--- src/rtl/soc_req_arbiter.sv ---
`default_nettype none
// ============================================================================
// soc_req_arbiter -- two-master round-robin arbiter with address decode,
// a single outstanding transaction and a slave-response watchdog.  Rev 1.0
// ============================================================================
module soc_req_arbiter #(
  parameter logic [63:0] DramLength    = 64'h4000_0000,
  parameter int unsigned TimeoutCycles = 1024
) (
  input  logic             clk_i,
  input  logic             rst_i,
  input  logic [1:0]       mst_valid_i,
  output logic [1:0]       mst_ready_o,
  input  logic [1:0][63:0] mst_addr_i,
  input  logic [1:0]       mst_we_i,
  input  logic [1:0][63:0] mst_wdata_i,
  input  logic [1:0][3:0]  mst_id_i,
  output logic [1:0]       mst_rvalid_o,
  input  logic [1:0]       mst_rready_i,
  output logic [63:0]      mst_rdata_o,
  output logic             mst_err_o,
  output logic [3:0]       mst_rid_o,
  output logic             slv_valid_o,
  input  logic             slv_ready_i,
  output logic [63:0]      slv_addr_o,
  output logic             slv_we_o,
  output logic [63:0]      slv_wdata_o,
  output logic [3:0]       slv_sel_o,
  output logic [4:0]       slv_id_o,
  input  logic             slv_rvalid_i,
  input  logic [63:0]      slv_rdata_i,
  input  logic             slv_err_i
);

  typedef enum logic [2:0] {
    ST_IDLE = 3'd0,
    ST_FWD  = 3'd1,
    ST_WAIT = 3'd2,
    ST_ERR  = 3'd3,
    ST_RSP  = 3'd4
  } state_e;

  localparam logic [15:0] TIMEOUT_LAST = 16'(TimeoutCycles - 1);

  state_e      state_q, state_d;
  logic        last_grant_q, last_grant_d;
  logic        idx_q, idx_d;
  logic [3:0]  id_q, id_d;
  logic [63:0] addr_q, addr_d;
  logic        we_q, we_d;
  logic [63:0] wdata_q, wdata_d;
  logic [3:0]  sel_q, sel_d;
  logic [63:0] rdata_q, rdata_d;
  logic        err_q, err_d;
  logic [15:0] wdog_q, wdog_d;
  logic        pend_q, pend_d;
  logic        slv_valid_q, slv_valid_d;
  logic [1:0]  rvalid_q, rvalid_d;

  logic        win_idx;
  logic        grant;
  logic [63:0] win_addr;
  logic        dec_hit;
  logic [3:0]  dec_sel;

  // Region end is computed in 65 bits so a region touching 2^64 cannot wrap.
  function automatic logic in_range(input logic [63:0] a, input logic [63:0] base,
                                    input logic [63:0] len);
    logic [64:0] a_x;
    logic [64:0] base_x;
    a_x    = {1'b0, a};
    base_x = {1'b0, base};
    return (a_x >= base_x) && (a_x < (base_x + {1'b0, len}));
  endfunction

  always_comb begin
    win_idx = 1'b0;
    if (mst_valid_i == 2'b11) win_idx = ~last_grant_q;
    else if (mst_valid_i[1])  win_idx = 1'b1;
  end

  assign grant       = (state_q == ST_IDLE) && (|mst_valid_i) && !rst_i;
  assign mst_ready_o = grant ? {win_idx, ~win_idx} : 2'b00;
  assign win_addr    = mst_addr_i[win_idx];

  always_comb begin
    dec_hit = 1'b1;
    dec_sel = 4'd0;
    if      (in_range(win_addr, 64'h0000_0000, 64'h0000_1000)) dec_sel = 4'd8;
    else if (in_range(win_addr, 64'h0001_0000, 64'h0001_0000)) dec_sel = 4'd7;
    else if (in_range(win_addr, 64'h0200_0000, 64'h000C_0000)) dec_sel = 4'd6;
    else if (in_range(win_addr, 64'h0C00_0000, 64'h03FF_FFFF)) dec_sel = 4'd5;
    else if (in_range(win_addr, 64'h1000_0000, 64'h0000_1000)) dec_sel = 4'd4;
    else if (in_range(win_addr, 64'h2000_0000, 64'h0080_0000)) dec_sel = 4'd3;
    else if (in_range(win_addr, 64'h3000_0000, 64'h0001_0000)) dec_sel = 4'd2;
    else if (in_range(win_addr, 64'h4000_0000, 64'h0000_1000)) dec_sel = 4'd1;
    else if (in_range(win_addr, 64'h8000_0000, DramLength))    dec_sel = 4'd0;
    else dec_hit = 1'b0;
  end

  always_comb begin
    state_d      = state_q;
    last_grant_d = last_grant_q;
    idx_d        = idx_q;
    id_d         = id_q;
    addr_d       = addr_q;
    we_d         = we_q;
    wdata_d      = wdata_q;
    sel_d        = sel_q;
    rdata_d      = rdata_q;
    err_d        = err_q;
    wdog_d       = wdog_q;
    pend_d       = pend_q;
    slv_valid_d  = slv_valid_q;
    rvalid_d     = rvalid_q;
    case (state_q)
      ST_IDLE: begin
        if (grant) begin
          last_grant_d = win_idx;
          idx_d        = win_idx;
          id_d         = mst_id_i[win_idx];
          addr_d       = win_addr;
          we_d         = mst_we_i[win_idx];
          wdata_d      = mst_wdata_i[win_idx];
          sel_d        = dec_sel;
          wdog_d       = 16'd0;
          pend_d       = 1'b0;
          if (dec_hit) begin
            state_d     = ST_FWD;
            slv_valid_d = 1'b1;
          end else begin
            state_d = ST_ERR;
          end
        end
      end
      ST_FWD: begin
        wdog_d = wdog_q + 16'd1;
        if (wdog_q == TIMEOUT_LAST) begin
          slv_valid_d = 1'b0;
          rdata_d     = 64'd0;
          err_d       = 1'b1;
          rvalid_d    = {idx_q, ~idx_q};
          state_d     = ST_RSP;
        end else if (slv_ready_i) begin
          slv_valid_d = 1'b0;
          state_d     = ST_WAIT;
          // A response coinciding with the accept is held for WAIT to deliver.
          if (slv_rvalid_i) begin
            pend_d  = 1'b1;
            rdata_d = slv_rdata_i;
            err_d   = slv_err_i;
          end
        end
      end
      ST_WAIT: begin
        wdog_d = wdog_q + 16'd1;
        if (pend_q || slv_rvalid_i) begin
          if (!pend_q) begin
            rdata_d = slv_rdata_i;
            err_d   = slv_err_i;
          end
          pend_d   = 1'b0;
          rvalid_d = {idx_q, ~idx_q};
          state_d  = ST_RSP;
        end else if (wdog_q == TIMEOUT_LAST) begin
          rdata_d  = 64'd0;
          err_d    = 1'b1;
          rvalid_d = {idx_q, ~idx_q};
          state_d  = ST_RSP;
        end
      end
      ST_ERR: begin
        rdata_d  = 64'd0;
        err_d    = 1'b1;
        rvalid_d = {idx_q, ~idx_q};
        state_d  = ST_RSP;
      end
      ST_RSP: begin
        if (|(rvalid_q & mst_rready_i)) begin
          rvalid_d = 2'b00;
          state_d  = ST_IDLE;
        end
      end
      default: state_d = ST_IDLE;
    endcase
  end

  always_ff @(posedge clk_i or posedge rst_i) begin
    if (rst_i) begin
      state_q      <= ST_IDLE;
      last_grant_q <= 1'b1;
      idx_q        <= 1'b0;
      id_q         <= 4'd0;
      addr_q       <= 64'd0;
      we_q         <= 1'b0;
      wdata_q      <= 64'd0;
      sel_q        <= 4'd0;
      rdata_q      <= 64'd0;
      err_q        <= 1'b0;
      wdog_q       <= 16'd0;
      pend_q       <= 1'b0;
      slv_valid_q  <= 1'b0;
      rvalid_q     <= 2'b00;
    end else begin
      state_q      <= state_d;
      last_grant_q <= last_grant_d;
      idx_q        <= idx_d;
      id_q         <= id_d;
      addr_q       <= addr_d;
      we_q         <= we_d;
      wdata_q      <= wdata_d;
      sel_q        <= sel_d;
      rdata_q      <= rdata_d;
      err_q        <= err_d;
      wdog_q       <= wdog_d;
      pend_q       <= pend_d;
      slv_valid_q  <= slv_valid_d;
      rvalid_q     <= rvalid_d;
    end
  end

  assign slv_valid_o  = slv_valid_q;
  assign slv_addr_o   = addr_q;
  assign slv_we_o     = we_q;
  assign slv_wdata_o  = wdata_q;
  assign slv_sel_o    = sel_q;
  assign slv_id_o     = {idx_q, id_q};
  assign mst_rvalid_o = rvalid_q;
  assign mst_rdata_o  = rdata_q;
  assign mst_err_o    = err_q;
  assign mst_rid_o    = id_q;

endmodule
`default_nettype wire

--- config.mk ---
export PLATFORM = sky130hd
export DESIGN_NAME = soc_req_arbiter
export DESIGN_NICKNAME = d
export VERILOG_FILES = /design/src/rtl/soc_req_arbiter.sv
export SDC_FILE = /design/constraint.sdc
export NUM_CORES = 1
export LEC_CHECK = 0
export BUFFER_PORTS_ARGS = -buffer_cell sky130_fd_sc_hd__buf_2
export CAP_MARGIN = 5
export CORE_AREA = 2 2 216 218
export CTS_CLUSTER_SIZE = 30
export DETAILED_ROUTE_END_ITERATION = 10
export DIE_AREA = 0 0 218 220
export GPL_TIMING_DRIVEN = 0
export HOLD_SLACK_MARGIN = 0.15
export SLEW_MARGIN = 20
export SYNTH_ARGS = -nofsm -noshare
export SYNTH_HDL_FRONTEND = slang
export SYNTH_SLANG_ARGS = --single-unit
--- constraint.sdc ---
create_clock -name clk_i -period 21.2 [get_ports clk_i]
set_input_delay 3.18 -clock clk_i [delete_from_list [all_inputs] [get_ports clk_i]]
set_output_delay 3.18 -clock clk_i [all_outputs]
set_load 0.01 [all_outputs]
Yosys cells after proc, flatten, opt, wreduce, memory -nomap -nowiden
Cells that the tools add are included.
{"block": "word_totals", "regBits": 227, "inputBits": 339, "wordCells": 149, "out_inout_bits": 212}
{"block": "classes", "bitwise_logic": 4, "order_cmp": 18, "add_sub_neg": 1, "n_reduce_logical": 28, "n_mux": 67, "n_eq_ne": 17}
{"cell": "$mux W64", "count": 10}
{"cell": "$pmux W64 S3", "count": 1}
{"cell": "$ge A64 B30 Y1 const B", "count": 2}
{"cell": "$lt A64 B30 Y1 const B", "count": 2}
{"cell": "$ge A64 B17 Y1 const B", "count": 1}
{"cell": "$ge A64 B26 Y1 const B", "count": 1}
{"cell": "$ge A64 B28 Y1 const B", "count": 1}
{"cell": "$ge A64 B29 Y1 const B", "count": 1}
{"cell": "$ge A64 B31 Y1 const B", "count": 1}
{"cell": "$ge A64 B32 Y1 const B", "count": 1}
{"cell": "$lt A64 B13 Y1 const B", "count": 1}
{"cell": "$lt A64 B18 Y1 const B", "count": 1}
{"cell": "$lt A64 B26 Y1 const B", "count": 1}
{"cell": "$lt A64 B28 Y1 const B", "count": 1}
{"cell": "$lt A64 B29 Y1 const B", "count": 1}
{"cell": "$lt A64 B31 Y1 const B", "count": 1}
{"cell": "$lt A64 B32 Y1 const B", "count": 1}
{"cell": "$pmux W16 S2", "count": 1}
{"cell": "$mux W3", "count": 10}
{"cell": "$mux W1", "count": 29}
{"cell": "$add A16 B1 Y16 const B", "count": 1}
{"cell": "$eq A16 B10 Y1 const B", "count": 1}
{"cell": "$mux W16", "count": 1}
{"cell": "$pmux W3 S5", "count": 1}
{"cell": "26 further kinds", "count": 63}

Longest topological paths before layout
{"block": "logic_depth", "word_depth": 18, "mapped_depth": 9, "depth_no_buf": 8}

Least setup slack after synthesis
OpenSTA, ideal clock, no wires.
{"block": "synth_path", "path_kind": "input -> output", "start": "in rst_i", "end": "out mst_ready_o[0]", "required_ns": 18.020, "n_path_buf": 2, "arrival_time_ns": 10.341, "stages": 6, "setup_slack_ns": 7.679, "path_cell_list": "inv_1 o21ai_0 or4_1 clkbuf_1 clkbuf_1 nor2_1"}
{"block": "synth_via", "elab_chain_cells": 3}
{"element": "start: declaration", "line_no": "11", "source": "input logic rst_i,"}
{"element": "$logic_not A1 Y1 (no line)"}
{"element": "$logic_and A1 B1 Y1", "line_no": "82", "source": "assign grant = (state_q == ST_IDLE) && (|mst_valid_i) && !rst_i;"}
{"element": "$mux W2", "line_no": "83", "source": "assign mst_ready_o = grant ? {win_idx, ~win_idx} : 2'b00;"}
{"element": "end: declaration", "line_no": "13", "source": "output logic [1:0] mst_ready_o,"}
No other way between the ends.

Worst setup path after layout
Ends and elaborated chain as after synthesis.

==> results_dict.tcl <==
set metrics [dict create \
    status "completed" \
    clock_skew_ns 0.0288 \
    syn_nets 1487 \
    ys_seq_elements 227 \
    finalCritPeriodShare 0.435 \
    critPathMaxStageDelay_ns 0.51 \
    final_core_util 0.327 \
    ir_drop_mv 0.0740 \
    post_drt_wl_per_cell_um 20.0 \
    wl_mm 47.3 \
    post-synth-top-area-cell "dfrtp_1" \
    rsz0062_at_grt "false" \
    worst_slew_pin_slew_ns 1.04 \
    gp_congestion 0.982 \
    maxSlewViolCount 0 \
    relSlewSlack 0.304 \
    die-height_um 220 \
    nets 2069 \
    rrSetupSlack_ns 18.20 \
    dp_hpwl_mm 37.8 \
    r2r_end "slv_wdata_o[43]$_DFFE_PP0P_" \
    ys.warnings.count 0 \
    critPathMaxFanout 85 \
    cts_htree_levels 1 \
    r2r_cells 6 \
    timing_hold_violations_final 0 \
    cts_setup_buffers 0 \
    vias_per_cell 4.77 \
    pwr_density_cell_mw_per_mm2 148 \
    ant_nets 0 \
    clockRootBuffer "clkbuf_16" \
    grt_max_degree 87 \
    tns_ns 0 \
    min_from "slv_sel_o[1]$_DFFE_PP0P_" \
    comb_power_share 0.430 \
    netlist_instances 1147 \
    die_w_um 218 \
    clk_latency_ns 0.58 \
    drc 0 \
    grt_overflow 0 \
    areaGrowthSynthToFinish_pct 43.9 \
    antenna_found_initial 9 \
    n_fill_cell 4898 \
    power_frac_seq 0.339 \
    io_buffers 550 \
    post_cts_resized 0 \
    worstReg2RegStart "state_q[1]$_DFFE_PP0P_" \
    dieArea_sq_mm 0.0480 \
    clk_pin_slew_ns 0.06 \
    crit_path_end "mst_ready_o[0]" \
    hold_buffers 0 \
    crit_arrival_ns 6.04 \
    cts_buffers 28 \
    cp_cell_sequence "buf_2 -> inv_8 -> buf_16 -> o21ai_0 -> or4_1 -> clkbuf_1 -> clkbuf_1 -> nor2_1 -> buf_2" \
    internal-power_w 0.00133 \
    hp-class "reg -> reg" \
    firstDrtPassIters 5 \
    p_sw_w 0.000888 \
    synth_top_area_share 0.543 \
    critPathRequiredTime_ns 18.02 \
    synth_area_sq_mm 0.0104 \
    grt_pass1_vias 11100 \
    drive_gt1_frac 0.364 \
    seq_area_frac_synth 0.545 \
    leakage_nw 7.13 \
    drt-initial-drc-count 660 \
    avgSynthCellArea_sq_um 9.09 \
    synth-main-ff-cell "dfrtp_1" \
    synth.area.top_cells "dfrtp_1 54%, nand2_1 10%, a31oi_1 8.0%, nor2_1 5.8%, a22o_1 5.7%" \
    drv_cap 0 \
    coreArea_sq_mm 0.0459 \
    crit_type "in -> out" \
    rows 79 \
    end_kind "output pin" \
    grt_pass1_wl_mm 68.6 \
    startpoint_type "input port" \
    cts_tree "built" \
    clockBufferDepth 3 \
    cts.sinks 227 \
    crit_path_start "rst_i" \
    track_usage 0.188 \
    synth_edf_count 0 \
    synthArstFlopShare 1.00 \
    switching_share 0.401 \
    dr_total_vias 11300 \
    hold_depth 2 \
    io_pins 551 \
    initial_core_util 0.227 \
    min_period_ns 9.22 \
    ys_types 56 \
    setup_viol 0 \
    clkPwrFrac 0.231 \
    worst_path_max_delay_cell "or4_1" \
    fmax_mhz 108 \
]
==> sequential cells by signal, indices dropped and copies added (netlist names) <==
register      count
mst_rid_o         4
pend_q            1
mst_rvalid_o      2
slv_valid_o       1
last_grant_q      1
idx_q             1
slv_addr_o       64
state_q           3
mst_rdata_o      64
slv_sel_o         4
wdog_q           16
mst_err_o         1
slv_we_o          1
slv_wdata_o      64
==> metrics by stage <==
stage          power (W)  area (sq um)  std cells  hold WS, ns  worst slack [ns]
2_1_floorplan    0.00128         10400       1147        0.439              7.68
3_3_place_gp     0.00170         13900       2304        0.458              2.95
3_5_place_dp     0.00172         14000       2306        0.468             11.82
4_1_cts          0.00224         15000       2356        0.484             11.81
5_1_grt          0.00237         15000       2361        0.509             11.59
6_report         0.00221         15000       2361        0.480             11.98
==> layout make-up <==
| class | count | area (sq um) | share of cell area |
|---|---|---|---|
| inverter | 8 | 37.5 | 0.00250 |
| clock inverter | 16 | 235 | 0.0157 |
| tap | 607 | 759 | 0.0506 |
| multi-input combinational | 826 | 4350 | 0.290 |
| sequential | 227 | 5680 | 0.379 |
| clock buffer | 34 | 753 | 0.0502 |
| timing repair buffer | 552 | 2810 | 0.187 |
| buffer | 86 | 365 | 0.0244 |
| antenna | 5 | 12.5 | 0.000834 |
==> power groups by stage <==
stage | Combinational [W] | Clock (W) | Sequential [W]
after floorplan | 0.000447 | 0 | 0.000828
after global placement | 0.000952 | 0 | 0.000750
after detailed placement | 0.000963 | 0 | 0.000755
after CTS | 0.000967 | 0.000525 | 0.000751
after global routing | 0.00105 | 0.000548 | 0.000774
final | 0.000952 | 0.000511 | 0.000752
==> critical path: cells and delay by family <==
kind	cells	cell delay [ns]
buf+inv	6	1.59
simple gates	2	0.72
compound gates	1	0.45
==> cells in the mapped netlist (2+ instances only) <==
master and number:
nand4_1 25, nor3_1 9, nand3_1 13, a21oi_1 13, or4_1 4, o21ai_0 17
nor2_1 160, buf_2 12, nor4_2 3, or3_1 5, nor4b_1 2, o21ai_1 13
a21o_1 3, a22o_1 68, buf_4 5, nor4_1 23, xor2_1 5, nand2b_1 2
o21a_1 2, inv_1 8, o41ai_1 3, mux2i_1 4, nand4b_1 2, dfrtp_1 226
clkbuf_1 64, mux2i_2 3, buf_1 4, a31oi_1 134, nand2_1 287, and2_1 2
==> metal layers <==
| metal | vias up | GRT usage | share of wire |
|---|---|---|---|
| li1 | 5236 | - | - |
| met1 | 5373 | 0.234 | 0.41 |
| met2 | 550 | 0.306 | 0.46 |
| met3 | 90 | 0.0501 | 0.091 |
| met4 | 6 | 0.0848 | 0.040 |
| met5 | - | 0 | 0.00095 |
==> cell families (layout without fill, tap and decap cells) <==
| family | after synthesis | count (layout) | share of synthesized area |
|---|---|---|---|
| simple gates | 541 | 541 | 0.220 |
| compound gates | 270 | 270 | 0.181 |
| flops | 227 | 227 | 0.545 |
| buf+inv | 94 | 696 | 0.0378 |
| mux | 8 | 8 | 0.00924 |
| xor+xnor | 6 | 6 | 0.00504 |
| fa+ha+maj | 1 | 1 | 0.00120 |
| other cells | 0 | 5 | 0 |
==> worst min-delay path by stage <==
stage	to	slack, ns
finish	slv_sel_o[1]$_DFFE_PP0P_	0.48
detailed placement	slv_sel_o[1]$_DFFE_PP0P_	0.47
CTS	slv_sel_o[1]$_DFFE_PP0P_	0.48
floorplan	wdog_q[15]$_DFFE_PP0P_	0.44
global placement	wdog_q[15]$_DFFE_PP0P_	0.46
global route	mst_rdata_o[10]$_DFFE_PP0P_	0.51
==> placed cells by master, fill, tap and decap left out, drive strengths merged, types with 3 or more instances in the layout <==
cell type / count
buf: 574
nand2: 287
dfrtp: 226
nor2: 161
a31oi: 135
clkbuf: 98
a22o: 68
o21ai: 30
nand4: 26
nor4: 26
nand3: 14
a21oi: 13
nor3: 10
clkinv: 9
inv: 8
mux2i: 7
diode: 5
xor2: 5
or3: 5
bufinv: 5
or4: 4
a21o: 3
o41ai: 3
(Power assumes the default switching activity.)
